File: src/rtl/reg_file.sv
// reg_file: architectural register file with rename busy/tag tracking for a ROB-based core.
// Reads are combinational with commit bypass; x0 is hardwired to zero.
module reg_file #(
    parameter int REG_NUM   = 32,
    parameter int ROB_POS_W = 4
) (
    input  logic                 clk,
    input  logic                 rst,
    input  logic                 rdy,
    input  logic                 rollback,
    input  logic                 decode,
    input  logic [4:0]           decode_rd,
    input  logic [ROB_POS_W-1:0] decode_rob_pos,
    input  logic [4:0]           decode_rs1,
    input  logic [4:0]           decode_rs2,
    output logic [31:0]          rs1_val,
    output logic [31:0]          rs2_val,
    output logic                 rs1_busy,
    output logic                 rs2_busy,
    output logic [ROB_POS_W-1:0] rs1_rob_pos,
    output logic [ROB_POS_W-1:0] rs2_rob_pos,
    input  logic                 commit,
    input  logic [4:0]           commit_rd,
    input  logic [31:0]          commit_val,
    input  logic [ROB_POS_W-1:0] commit_rob_pos
);
    typedef struct packed {
        logic [31:0]          v;
        logic                 b;
        logic [ROB_POS_W-1:0] t;
    } rd_t;
    logic [31:0]          val  [REG_NUM];
    logic [ROB_POS_W-1:0] tag  [REG_NUM];
    logic [REG_NUM-1:0]   busy;
    rd_t                  rd1, rd2;
    // Commit writes the value, then a same-cycle decode overrides the busy/tag it would clear.
    always_ff @(posedge clk or posedge rst) begin
        if (rst) begin
            for (int i = 0; i < REG_NUM; i++) begin
                val[i] <= '0;
                tag[i] <= '0;
            end
            busy <= '0;
        end else if (rdy) begin
            for (int i = 1; i < REG_NUM; i++) begin
                if (commit && commit_rd == 5'(i))
                    val[i] <= commit_val;
                if (rollback) begin
                    busy[i] <= 1'b0;
                    tag[i]  <= '0;
                end else if (decode && decode_rd == 5'(i)) begin
                    busy[i] <= 1'b1;
                    tag[i]  <= decode_rob_pos;
                end else if (commit && commit_rd == 5'(i) && tag[i] == commit_rob_pos) begin
                    busy[i] <= 1'b0;
                end
            end
        end
    end
    function automatic rd_t read_port(input logic [4:0] rs);
        rd_t  r;
        logic live, hit;
        live = !rst && rs != 5'd0 && int'(rs) < REG_NUM;
        hit  = live && busy[rs] && commit && commit_rd == rs && tag[rs] == commit_rob_pos;
        r.v  = !live ? '0 : hit ? commit_val : val[rs];
        r.b  = live && busy[rs] && !hit;
        r.t  = live ? tag[rs] : '0;
        return r;
    endfunction
    always_comb begin
        rd1 = read_port(decode_rs1);
        rd2 = read_port(decode_rs2);
    end
    assign rs1_val     = rd1.v;
    assign rs1_busy    = rd1.b;
    assign rs1_rob_pos = rd1.t;
    assign rs2_val     = rd2.v;
    assign rs2_busy    = rd2.b;
    assign rs2_rob_pos = rd2.t;
endmodule

File: config.mk
export PLATFORM = sky130hd
export DESIGN_NAME = reg_file
export DESIGN_NICKNAME = d
export VERILOG_FILES = /design/src/rtl/reg_file.sv
export SDC_FILE = /design/constraint.sdc
export NUM_CORES = 2
export LEC_CHECK = 0
export ABC_AREA = 0
export CORE_UTILIZATION = 40
export DETAILED_ROUTE_END_ITERATION = 10
export HOLD_SLACK_MARGIN = 0.06
export PLACE_DENSITY = 0.61
export SLEW_MARGIN = 20
export SYNTH_ARGS = -nofsm -noshare
export SYNTH_HDL_FRONTEND = slang
export SYNTH_SLANG_ARGS = --single-unit
File: constraint.sdc
create_clock -name clk -period 82.7 [get_ports clk]
set_clock_uncertainty 0.05 [all_clocks]
set_input_delay 12.405 -clock clk [delete_from_list [all_inputs] [get_ports clk]]
set_output_delay 12.405 -clock clk [all_outputs]
set_load 0.01 [all_outputs]
## Word-level counts from Yosys, hierarchy flattened

Cells that the tools add are included.
W data, S select, Z words.

- Register bits: 1147
- Input bits: 66
- Logic and storage cells: 638

- Magnitude comparators: 4
- Equal/unequal tests: 97
- Multiplexer cells: 177
- Bitwise operators: 2
- Reductions and logical operators: 265

Operators with widths:

| cell | number |
|---|---|
| $bmux W32 S5 | 2 |
| $mux W4 | 68 |
| $mux W32 | 8 |
| $reduce_and A2 Y1 | 93 |
| $eq A5 B5 Y1 const B | 32 |
| $eq A4 B4 Y1 | 33 |
| $logic_and A1 B1 Y1 | 105 |
| $mux W1 | 95 |
| $reduce_bool A3 Y1 | 31 |
| $eq A5 B4 Y1 const B | 16 |
| $reduce_bool A2 Y1 | 31 |
| $bmux W4 S5 | 2 |
| $eq A5 B3 Y1 const B | 8 |
| $eq A5 B2 Y1 const B | 4 |
| $ge A6 B6 Y1 const B | 2 |
| $lt A5 B6 Y1 const B | 2 |
| $not A5 Y6 | 2 |
| $bmux W1 S5 | 2 |
| $eq A5 B1 Y1 const B | 2 |
| $eq A5 B5 Y1 | 2 |
| $reduce_bool A5 Y1 | 2 |
| $logic_not A1 Y1 | 3 |

## Logic depth before layout (Yosys ltp)

- Depth in word-level cells: 8
- Depth in mapped cells: 15
- Mapped depth without buffers: 8

## Least setup slack after synthesis

No wires, ideal clock.

- Path type: input to output
- From: input rst
- To: output rs1_val[24]
- Arrival time: 43.355 ns
- Data required time: 70.245 ns
- Slack: 26.890 ns
- Stages: 11
- Cell sequence: inv_1 -> o41ai_2 -> a31oi_1 -> o211ai_1 -> or3_1 -> a2111oi_2 -> buf_4 -> buf_12 -> buf_12 -> nand2_1 -> a21oi_2

- Word-level cells in the longest chain between the ends: 8

RTL lines:

| element | line | text |
|---|---|---|
| start, declared | 8 | `input logic rst,` |
| $logic_not A1 Y1 * | 63 | `live = !rst && rs != 5'd0 && int'(rs) < REG_NUM;` |
| $logic_and A1 B1 Y1 * | 63 |  |
| $logic_and A1 B1 Y1 (4 in series) | 64 | `hit = live && busy[rs] && commit && commit_rd == rs && tag[rs] == commit_rob_pos;` |
| $mux W32 | 65 | `r.v = !live ? '0 : hit ? commit_val : val[rs];` |
| $mux W32 * | 65 |  |
| end, declared | 16 | `output logic [31:0] rs1_val,` |

Every way passes the cells marked *; elsewhere a longest branch is shown, timed or not.

## Worst setup path after layout

- From: input decode_rs1[3]
- To: output rs1_val[31]

- Word-level cells in the longest chain between the ends: 8
- Elaborated cells between the ends (all ways): 19
- Classes of those cells: eq/ne (2); mux (10); bitwise (1); reduce/logical (6)

RTL lines:

| element | line | text |
|---|---|---|
| start, declared | 14 | `input logic [4:0] decode_rs1,` |
| $not A5 Y6 (not written as such) (tied with other cells) | 64, 65 |  |
| $bmux W4 S5 (tied with other cells) | 64 |  |
| $mux W4 (not written as such) / $logic_and A1 B1 Y1 (equally long branches) (2 in series) | 64 |  |
| $eq A4 B4 Y1 / $logic_and A1 B1 Y1 (equally long branches) | 64 |  |
| $logic_and A1 B1 Y1 | 64 |  |
| $mux W32 | 65 |  |
| $mux W32 * | 65 |  |

Every way passes the cells marked *; elsewhere a longest branch is shown, timed or not. The select of a mux whose other input is x is not followed.

==> impl_summary.md <==
Synth
The mux cell area share after synthesis is 42.99%. The number of synthesized register bits is roughly 1100. The main combinational cell family by area after synthesis is multiplexers. The compound-cell area share of the yosys netlist is between 3 and 4%.

The predominant post-synthesis flop cell is sky130_fd_sc_hd__dfrtp_1. The sequential-to-total area share from yosys stat is 44.36%. Dividing the synthesized area by the synthesized cell count gives between 10 and 15 um2. The most used standard cell by instance count after synthesis is sky130_fd_sc_hd__dfrtp_1. The distinct cell type count after synthesis is 72. After synthesis, the share of flip-flops with an asynchronous set or reset is 100.0%.

Summing the areas of all xor and xnor instances in the mapped netlist gives 1.881% of the synthesized area. The area of the mapped netlist is between 60000 and 70000 um2. After Yosys synthesis, and, or, nand and nor cells account for 3.815% of the synthesized area. The Yosys step of the flow raised 37 warnings. In the synthesized netlist, the cells that appear most often are sky130_fd_sc_hd__dfrtp_1, sky130_fd_sc_hd__mux2_2, sky130_fd_sc_hd__mux4_2. The number of flops mapped to enable cells by yosys is 0. The synthesized design devotes to its leading area cell type between 40 and 50% of total area. The total nets after synthesis is between 4000 and 5000.

The library cell with the largest summed area after synthesis is sky130_fd_sc_hd__dfrtp_1. The adder and majority cell fraction of the synthesized area is 0%. Sorting the synthesized cells by area gives the leading types as sky130_fd_sc_hd__dfrtp_1, sky130_fd_sc_hd__mux4_2, sky130_fd_sc_hd__mux2_2, sky130_fd_sc_hd__xor2_1, sky130_fd_sc_hd__clkbuf_1. After technology mapping, the gate count stands at between 4000 and 5000.

Clocking
The CTS clock-pin slew for the worst setup and hold paths is roughly 60 ps. Counting the buffers created by CTS gives 133. For the worst-skew pair, the clock arrives at the later sink with an insertion delay of 790 ps. Gates resized during post-CTS repair numbered 0.

TritonCTS built the clock tree. The number of buffers between clock root and the deepest sink is 3. The total number of clock tree sinks is approximately 1100. For this design, the CTS-stage hold fixing added 0 buffers.

Clock tree synthesis selected as its root buffer the cell sky130_fd_sc_hd__clkbuf_16. Once the clock tree was built, the setup fixing pass inserted 0 buffers. The number of H-tree levels is 4.

Worst setup path
The capturing element type of the critical path is an output port. The type of the setup path with the least slack is input pin to output port. In this design, the largest share of critical-path delay is due to buffers and inverters.

The delay of the slowest critical-path stage is between 900 and 1000 ps. The slowest stage cell on the critical path is sky130_fd_sc_hd__clkdlybuf4s50_1. Data on the critical path arrives at its endpoint at 18480 ps. The maximum fanout count along the critical path is 66. For the worst setup path, the data required time is roughly 70000 ps. The signal on the critical path passes through clkdlybuf4s50_1, inv_6, buf_4, mux2_2, o22ai_1, or4_1, nand4b_1, a2111oi_4, buf_4, nand2_1, a21oi_1, clkdlybuf4s50_1. The worst setup path is launched from an input pin. The combined buffer and inverter count along the critical path is 5.

Power and ir drop
Summing internal, switching and leakage power gives 0.001554 W. The share of total power dissipated in combinational logic is 18.2%. The share of total power dissipated in sequential elements is between 40 and 50%. Dividing total power by cell area gives a power density of 21.56 nW/um2.

The design internal power is 0.001134 W. The net switching power of the design is between 0.0004 and 0.0005 W. For this design the static power due to leakage is 31.11 nW. The clock network accounts for a little under two fifths of the total power.

The switching part of the total power is 27.03%. The highest ir drop seen on vdd is 0.02392 mV.

Floorplan
In this run the standard cell core region covers 160600 um2. The top-level port count is 140. In this run the core area contains roughly 150 standard-cell rows. In this run the vertical extent of the chip is 404.2 um. The width of the chip is 404.2 um.

For this configuration, the core starts out at a cell density of 40.30%. The die covers 163400 um2.

STA
The max-slew violation count is 0. Setup violations remaining at the end of the flow were counted as 0. The peak clock frequency supported by timing is roughly 32 MHz. The worst path uses a little under two fifths of the clock period. The final count of hold timing violations is 0. Setup repair after global routing left no endpoint under its margin. Summed over all failing endpoints, the final setup total negative slack is 0 ps. The clock period minus worst slack is a little over 30000 ps. For the pin with the worst max-slew slack, the measured transition is 1206 ps.

The worst slew margin relative to its limit is 19.27%.

Drt
The overall via count from detail_route is between 40000 and 50000. The number of nets with antenna violations after detailed routing is 0. Wires add up to 209200 um. The post-detailed-route DRC marker count is 0. The per-cell via count in the routed design is 6.352. The detailed router's first-iteration violation count is between 4000 and 5000. The first TritonRoute pass finished after 6 iterations. The detail-routed net length per standard cell is 31.62 um.

Final layout
Measured on the finished design, the core utilization comes to between 40% and 50%. The filler cells instantiated in the layout total between 10000 and 15000. Of the cells placed in the final design, the portion with a size suffix greater than 1 is around half.

The area growth from synthesis to layout is 11.39%. The filler-free cell count of the finished design is between 6000 and 7000. The final-stage net count is 4428. The finished cells cover roughly 72000 um2.

Run status
The flow ran to the end, and the final reports show no timing, DRC or antenna violations.

Job
Max-cap violations in this run came to 0.

Global route
The aggregate global-route resource usage is 25.91%. The overflow left after global routing is 0. The wire length of the first global-routing pass is 309300 um. The pin count of the biggest net entering global routing is 170. The initial antenna violation count is 6. The via count of the first global-routing pass is 42710.

Placement
The count of buffers added on input and output ports is between 100 and 150. Counting tap cells, the placed design contains a total of between 6000 and 7000 instances. The placed instances occupy a cell area of between 60000 and 70000 um2. The wire-length estimate of the detail-placed layout is ~120000 um. The routability-driven placement congestion ratio is 0.8848.

Min path
The tightest min-delay check is of the flip-flop to flip-flop type.
layer usage:
layer	GRT usage, %	wire [um]	vias to the layer above
met5	0	20	-
met3	5.343	15620	363
li1	-	-	16910
met2	39.51	95980	1720
met1	36.97	91050	23030
met4	8.320	6561	4
cells in the final DEF, fill, tap and decap left out, types with 24 or more instances in the layout:
master,n
sky130_fd_sc_hd__a21oi_2,29
sky130_fd_sc_hd__a22o_1,68
sky130_fd_sc_hd__buf_4,87
sky130_fd_sc_hd__clkbuf_1,30
sky130_fd_sc_hd__clkbuf_16,137
sky130_fd_sc_hd__clkbuf_8,35
sky130_fd_sc_hd__clkdlybuf4s50_1,114
sky130_fd_sc_hd__dfrtp_1,1147
sky130_fd_sc_hd__mux2_2,1141
sky130_fd_sc_hd__mux2i_1,69
sky130_fd_sc_hd__mux4_2,614
sky130_fd_sc_hd__nand2_1,181
sky130_fd_sc_hd__nand2b_1,32
sky130_fd_sc_hd__nor2_1,139
sky130_fd_sc_hd__nor4_1,32
sky130_fd_sc_hd__o21ai_0,74
sky130_fd_sc_hd__or3_1,29
sky130_fd_sc_hd__xnor2_1,24
sky130_fd_sc_hd__xor2_1,115
registers in the layout, summed over array words and instances, names as in the netlist:
register,cells
val,992
tag,124
busy,31
through the flow:
step,worst slack (ps),hold WS (ps)
after detailed placement,51720,441.2
after global routing,51360,466.1
after CTS,51730,451.3
final,51760,455.9
after global placement,51780,430.5
after floorplan,26890,403.1
power groups by stage:
stage          registers, W  clock network (W)  logic [W]
5_1_grt            0.000697           0.000616   0.000301
4_1_cts            0.000686           0.000593   0.000284
3_5_place_dp       0.000695                  0   0.000283
2_1_floorplan      0.000680                  0   0.000216
3_3_place_gp       0.000691                  0   0.000279
6_report           0.000688           0.000584   0.000282
area by class of cell:
| cell class | count | area, um2 | area share (%) |
|---|---|---|---|
| Inverter | 3 | 25.02 | 0.03472 |
| Sequential cell | 1147 | 28700 | 39.82 |
| Timing Repair Buffer | 232 | 2127 | 2.951 |
| Multi-Input combinational cell | 2845 | 34240 | 47.51 |
| Antenna cell | 3 | 7.507 | 0.01041 |
| Clock buffer | 202 | 4023 | 5.581 |
| Tap cell | 2160 | 2703 | 3.749 |
| Clock inverter | 25 | 251.5 | 0.3489 |
cell families after synthesis:
family	after synthesis
AOI/OAI and AO/OA	332
muxes	1843
xor gates and xnor gates	139
buffers and inverters	449
DFF	1147
and+or+nand+nor	531
worst register-to-register path, delay by kind of cell (launching register included):
kind | cells | cell delay (ps)
xor+xnor | 1 | 190
flops | 1 | 450
compound gates | 2 | 510
simple gates | 1 | 740
path summary, 6_finish.rpt:
kind,to,slack [ps],startpoint,cells past startpoint
worst max-delay path,rs1_val[31],51760,decode_rs1[3],12
worst min-delay path,busy[14],460,busy[14],2
worst max register to register,busy[1],80680,tag[121],4
worst min register to register,busy[14],460,busy[14],2
max in group asynchronous,val[590],67310,rst,5
min in group asynchronous,tag[53],12270,rst,2
Power figures use the tool's default switching activity.
